## src/rtl/genram.sv

```systemverilog
// Byte-addressed RAM with a single-cycle multi-byte read port and a serial
// write port that stores one byte per cycle, both checked against shared bounds.
module genram #(
   parameter int    AW       = 5,
   parameter int    DW       = 8,
   parameter int    EXTRA    = 4,
   parameter string INITFILE = ""
) (
   input  logic                        clk,
   input  logic                        reset,
   input  logic [AW:0]                 addr,
   input  logic [EXTRA-1:0]            extra,
   input  logic [AW:0]                 lower_bound,
   input  logic [AW:0]                 upper_bound,
   output logic [(2**EXTRA)*DW-1:0]    data,
   output logic                        error,
   input  logic                        wr_valid,
   output logic                        wr_ready,
   input  logic [AW:0]                 wr_addr,
   input  logic [EXTRA-1:0]            wr_extra,
   input  logic [(2**EXTRA)*DW-1:0]    wr_data,
   output logic                        wr_done,
   output logic                        wr_error
);

   localparam int DEPTH = 2**(AW+1);
   localparam int NB    = 2**EXTRA;
   localparam int BW    = NB*DW;

   typedef enum logic {IDLE, WRITE} state_t;

   logic [DW-1:0]    mem [DEPTH];
   state_t           state;
   state_t           state_next;
   logic [EXTRA-1:0] cnt;
   logic [AW:0]      w_addr;
   logic [EXTRA-1:0] w_extra;
   logic [BW-1:0]    w_data;
   logic [BW-1:0]    rd_next;
   logic             rd_ok;
   logic             wr_ok;

   // One extra bit keeps addr+extra from wrapping, so an access past the top of memory is flagged.
   function automatic logic in_bounds(input logic [AW:0] a, input logic [EXTRA-1:0] e,
                                      input logic [AW:0] lo, input logic [AW:0] hi);
      logic [AW+1:0] last;
      last = {1'b0, a} + (AW+2)'(e);
      return (a >= lo) && (last <= {1'b0, hi});
   endfunction

   assign rd_ok = in_bounds(addr, extra, lower_bound, upper_bound);
   assign wr_ok = in_bounds(wr_addr, wr_extra, lower_bound, upper_bound);

   always_comb begin
      rd_next = '0;
      for (int i = 0; i < NB; i++) begin
         if (i <= int'(extra)) rd_next[i*DW +: DW] = mem[addr + (AW+1)'(i)];
      end
   end

   always_ff @(posedge clk or posedge reset) begin
      if (reset) begin
         data  <= '0;
         error <= 1'b0;
      end else begin
         data  <= rd_ok ? rd_next : '0;
         error <= !rd_ok;
      end
   end

   always_ff @(posedge clk or posedge reset) begin
      if (reset) state <= IDLE;
      else       state <= state_next;
   end

   always_comb begin
      state_next = state;
      case (state)
         IDLE:    if (wr_valid && wr_ok) state_next = WRITE;
         WRITE:   if (cnt == w_extra) state_next = IDLE;
         default: state_next = IDLE;
      endcase
   end

   always_comb begin
      wr_ready = (state == IDLE);
   end

   always_ff @(posedge clk or posedge reset) begin
      if (reset) begin
         cnt      <= '0;
         w_addr   <= '0;
         w_extra  <= '0;
         w_data   <= '0;
         wr_done  <= 1'b0;
         wr_error <= 1'b0;
      end else begin
         wr_done  <= 1'b0;
         wr_error <= 1'b0;
         case (state)
            IDLE: begin
               if (wr_valid) begin
                  w_addr   <= wr_addr;
                  w_extra  <= wr_extra;
                  w_data   <= wr_data;
                  cnt      <= '0;
                  wr_error <= !wr_ok;
               end
            end
            WRITE: begin
               cnt <= cnt + 1'b1;
               if (cnt == w_extra) wr_done <= 1'b1;
            end
            default: ;
         endcase
      end
   end

   // Memory has no reset; an asserted reset forces IDLE, which stops further stores.
   always_ff @(posedge clk) begin
      if (state == WRITE) mem[w_addr + (AW+1)'(cnt)] <= w_data[int'(cnt)*DW +: DW];
   end

endmodule

```

## config.mk

```make
export PLATFORM = sky130hd
export DESIGN_NAME = genram
export DESIGN_NICKNAME = d
export VERILOG_FILES = /design/src/rtl/genram.sv
export SDC_FILE = /design/constraint.sdc
export NUM_CORES = 2
export LEC_CHECK = 0
export CELL_PAD_IN_SITES_DETAIL_PLACEMENT = 1
export CELL_PAD_IN_SITES_GLOBAL_PLACEMENT = 1
export CORE_AREA = 4 4 384 386
export CTS_BUF_LIST = sky130_fd_sc_hd__clkbuf_4 sky130_fd_sc_hd__clkbuf_8
export DETAILED_ROUTE_END_ITERATION = 16
export DIE_AREA = 0 0 388 390
export GPL_ROUTABILITY_DRIVEN = 1
export PLACE_DENSITY = 0.77
export SLEW_MARGIN = 20
export SYNTH_ARGS = -nofsm -noshare
export SYNTH_HDL_FRONTEND = slang
export SYNTH_SLANG_ARGS = --single-unit
```

## constraint.sdc

```tcl
create_clock -name clk -period 10 [get_ports clk]
set_input_delay 2 -clock clk [delete_from_list [all_inputs] [get_ports clk]]
set_output_delay 2 -clock clk [all_outputs]
set_load 0.005 [all_outputs]
```

# --- Word level (Yosys, flattened, before mapping) ---
# Memories as Yosys holds them, arrays and structs flattened.
# Cells that the tools add are included.
word_totals:
  ram_bits: 512
  regBits: 274
  romBits: 0
  inputBits: 163
  memories: 1
  latch_bits: 0
classes:
  n_mul: 0
  n_lt_le_gt_ge: 19
  eq_ne: 2
  bitwise: 1
  shifts: 1
  n_reduce_logical: 6
  div: 0
  muxes: 27
  add_sub_neg: 19
memory_table:
  columns: ["memory", "words", "word_bits", "read_ports", "rd_ports_with_merged_regs", "write_ports", "line_no", "text"]
  rows:
  - ["mem", 64, 8, 16, 0, 1, "32", "logic [DW-1:0] mem [DEPTH];"]
op_table:
  columns: ["op", "n"]
  rows:
  - ["$mux 128", 1]
  - ["$shiftx 128x8->8", 1]
  - ["$mux 8", 15]
  - ["$add 6x4->6 const B", 8]
  - ["$le 4x4->1 const A", 8]
  - ["$add 6x3->6 const B", 4]
  - ["$le 3x4->1 const A", 4]
  - ["$add 6x4->7", 2]
  - ["$le 7x6->1", 2]
  - ["$add 6x2->6 const B", 2]
  - ["$ge 6x6->1", 2]
  - ["$le 2x4->1 const A", 2]
  - ["$mux 1", 8]
  - ["$pmux 4 s2", 1]
  - ["$add 6x1->6 const B", 1]
  - ["$add 6x4->6", 1]
  - ["$add 4x1->4 const B", 1]
  - ["$eq 4x4->1", 1]
  - ["$le 1x4->1 const A", 1]
  - ["$mux 4", 1]
  - ["$logic_and 1x1->1", 3]
  - ["$logic_not 1->1", 2]
  - ["$ne 2x2->1 const B", 1]
  - ["$pmux 1 s2", 1]
  - ["2 further kinds", 2]

# --- Longest topological paths before layout ---
depth:
  ltp_word: 6
  ltp_mapped: 21

# --- Worst setup path before layout ---
# OpenSTA, ideal clock, no wires.
synth_timing:
  kind: "input port to flip-flop"
  startpoint: "input port addr[1]"
  endpoint: "register data[93]"
  n_path_buf: 7
  t_required_ns: 9.917
  path_stages: 19
  t_arrival_ns: 6.010
  setup_time_ns: 0.083
  setup_slack_ns: 3.907
  cell_sequence: "buf_2 > buf_6 > buf_4 > buf_2 > clkbuf_1 > inv_1 > fa_1 > nor2b_1 > o21ai_0 > nand2_1 > xor2_1 > ha_1 > a211o_1 > o221ai_1 > nand3_1 > clkbuf_1 > or4b_1 > buf_1 > o22ai_1"
synth_between:
  elab_chain_cells: 4
  elab_cells_between_ends: 8
  classes_between: "2 x add/sub; 2 x order compare; 2 x mux; 1 x reduce/logical; 1 x memory"
synth_lines:
  columns: ["element", "line_no", "text"]
  rows:
  - ["start, declared", "11", "input logic [AW:0] addr,"]
  - ["$add 6x4->6 or $add 6x4->7 (tied branches)", "57, 47", null]
  - ["$mem_v2 64x8 or $le 7x6->1 (tied branches)", null, null]
  - ["$mux 8 or $logic_and 1x1->1 (tied branches)", "57, 48", null]
  - ["$mux 128 (*)", "66", "data <= rd_ok ? rd_next : '0;"]
  - ["end signal, assigned", "66", null]
  - ["end, declared", "15", "output logic [(2**EXTRA)*DW-1:0] data,"]
# Every way passes the cells marked *; elsewhere a longest branch is shown, timed or not.
# A chain may end at the register's enable or synchronous reset.

# --- Final worst setup path ---
layout_timing:
  startpoint: "input port addr[1]"
  endpoint: "register data[127]"
# Same word-level chain as after synthesis.

==> impl_results.md <==
- Max-slew headroom: 0.168
- Most common cell after layout, fill and taps aside: mux4_2
- Row count: 139
- Post-synthesis cell type count: 60
- Die Y: 390 um
- Initial Util: 0.400
- Crit path max fanout: 76
- Clock Sinks: 786
- Worst path bufs/invs: 3
- Fmax: 0.163 GHz
- Maxcap violations: 0
- Clk pwr share: 0.235
- Worst hold path type: flip-flop to flip-flop
- Cell Area, Placed: 62,500 sq um
- H-Tree Depth: 4
- Final WL: 265 mm
- RSZ-0062 raised after global routing: false
- Sequential share of power: 0.361
- Switching Share: 0.398
- Critical path, cell by cell: buf_8, inv_1, fa_1, nor2b_1, o21ai_0, nand2_1, xor2_1, ha_1, a211o_1, o221ai_1, nand3_1, buf_4, nor2b_1, nand3_1, a211oi_1
- Number of global-route vias before repair: 44,200
- IO Count: 295
- Cell family with most CP delay: simple AND/OR/NAND/NOR gates
- Final Hold Fails: 0
- Synth-to-Final Area Change: 14.5%
- Final Max Slew Viols: 0
- Overflow after GRT: 0
- Fin crit period: 6.15 ns
- Finished Cell Area: 65,700 sq um
- CP peak stage delay: 0.67 ns
- Leakage: 22.9 nW
- Kind of critical path: primary input to flip-flop
- Seq/Total Area, Yosys: 0.387
- CTS root buffer: clkbuf_8
- CP arrival: 6.99 ns
- Initial antenna violation count: 28
- Post-CTS resize count: 0
- Post-layout util: 0.458
- Layout cells sized above 1: 0.373
- Worst Setup SP: addr[1]
- Final period utilization: 0.615
- ANT nets after route: 0
- Routed wire per std cell: 43.5 um
- DRT iter0 DRCs: 8,396
- Switching pwr: 5.85 mW
- CP max-delay cell: nor2b_1
- Setup TNS: 0 ns
- Drc violations: 0
- Measured slew at the worst slew-check pin: 1.25 ns
- Post-synth net total: 4,032
- Core area: 143,000 sq um
- Total track usage: 0.344
- Worst-path clk slew: 0.06 ns
- Internal Pwr Total: 8.85 mW
- Die area: 151,000 sq um
- Ys Warns: 0
- Detailed-route vias per instance: 7.51
- DRT Pass-1 Iters: 8
- Ys async rst share: 0.349
- Outcome: finished clean
- Post-CTS Setup Repair Bufs: 0
- Post-DP HPWL: 199 mm
- CTS tree: yes
- DIE WIDTH: 388 um
- Count of final setup violators: 0
- Req. time, crit path: 10.84 ns
- Routed vias: 45,700
- Clock skew: 0.0695 ns
- Comb pwr share: 0.404
- Min-Delay Startpoint: w_data[84]
- Clk buf depth: 3
- Cts hold-fix bufs: 0
- Placer Congestion: 1.07
- R2R Path Start: cnt[2]
- TritonCTS buffer count: 147
- Synth Register Bits: 786
- PD cells: 224 nW/um^2
- Synth Cell Area: 57,400 sq um
- Synth Flop Type: edfxtp_1
- Cells after synthesis: 3,815
- Peak supply drop: 0.225 mV
- Number of flops mapped to enable cells by yosys: 512
- Nets: 4,270
- Element type at the critical path start: primary input
- Pin count of the biggest net entering global routing: 152
- First-pass GRT wire length: 365 mm
- Most frequent cells in the layout: mux4_2 (921), edfxtp_1 (512), mux2i_1 (355)
- Worst hold slack: 0.499 ns
- Clock Latency Late Sink: 0.97 ns
- Syn Area/Cell: 15.0 sq um
- Buffers on Ports: 294
- Setup crit end kind: flip-flop
==> power by group through the flow <==
stage	registers (mW)	logic (mW)	clock network, mW
2_1_floorplan	5.13	3.40	0
4_1_cts	5.30	5.70	3.47
6_report	5.31	5.94	3.45
3_5_place_dp	5.35	5.66	0
3_3_place_gp	5.30	5.50	0
5_1_grt	5.36	6.06	3.62
==> final timing paths <==
kind                                    to  slack (ns)  cells past startpoint
max in group asynchronous           cnt[1]        6.97                      3
min in group asynchronous         data[45]        1.55                      2
worst min register to register  w_data[84]        0.50                      1
worst max register to register  mem[48][5]        5.84                      7
worst max-delay path             data[127]        3.85                     15
worst min-delay path            w_data[84]        0.50                      1
==> per-layer routing <==
| layer | up-vias | track usage | part of all wire |
|---|---|---|---|
| met3 | 767 | 0.165 | 0.17 |
| met4 | 20 | 0.177 | 0.065 |
| met1 | 24100 | 0.445 | 0.35 |
| met2 | 4367 | 0.481 | 0.41 |
| li1 | 16500 | - | - |
| met5 | - | 0.00287 | 0.00068 |
==> state kept, by name, summed over array words and instances (netlist names) <==
signal,cells
wr_error,1
wr_done,1
error,1
w_addr,6
w_extra,4
w_data,128
data,128
cnt,4
state,1
mem,512
==> synthesized netlist by cell type (11+ instances only) <==
library cell / instances / share of area
buf_6: 11 / 0.0022
mux2_2: 168 / 0.033
buf_4: 38 / 0.0050
o22ai_1: 110 / 0.012
inv_1: 32 / 0.0021
nor2b_1: 33 / 0.0036
mux2i_1: 355 / 0.062
nand2_1: 296 / 0.019
xnor2_1: 42 / 0.0064
ha_1: 51 / 0.011
mux4_2: 923 / 0.36
a31oi_1: 16 / 0.0017
buf_2: 143 / 0.012
a211oi_1: 69 / 0.0090
xor2_1: 20 / 0.0031
nor2_1: 151 / 0.0099
o211ai_1: 11 / 0.0014
nand2b_1: 12 / 0.0013
clkbuf_1: 109 / 0.0071
buf_1: 42 / 0.0027
nand4_1: 12 / 0.0013
nand3_1: 42 / 0.0037
o21ai_0: 57 / 0.0050
edfxtp_1: 512 / 0.27
a21o_1: 14 / 0.0018
dfrtp_1: 274 / 0.12
a21oi_1: 144 / 0.013
a22oi_1: 14 / 0.0018
==> layout make-up <==
class                   count  area (sq um)
fillers                 14100         77800
multi-input cells        2650         33700
flip-flops and latches    786         22200
repair buffers            432          4050
clock buffers             219          2700
well taps                1903          2380
clock inverters            52           455
inverters                  36           143
diodes                     11          27.5
==> stage by stage <==
| step | setup slack, ns | instances | power [mW] |
|---|---|---|---|
| after global placement | 3.19 | 5807 | 10.8 |
| after detailed placement | 3.07 | 5807 | 11.0 |
| final | 3.85 | 6089 | 14.7 |
| after global routing | 3.74 | 6079 | 15.0 |
| after floorplan | 0.448 | 3815 | 8.53 |
| after CTS | 4.00 | 6078 | 14.5 |
==> kinds of logic (layout without fill, tap and decap cells) <==
logic type,Yosys count,count (layout),share of synthesized area
compound gates,486,486,0.0530
xor+xnor,66,66,0.0106
fa+ha+maj,54,54,0.0122
buf+inv,379,739,0.0318
flops,786,786,0.387
mux,1454,1454,0.461
other cells,0,11,0
simple gates,590,590,0.0441
Note: power is estimated with default switching activity, not from simulation.
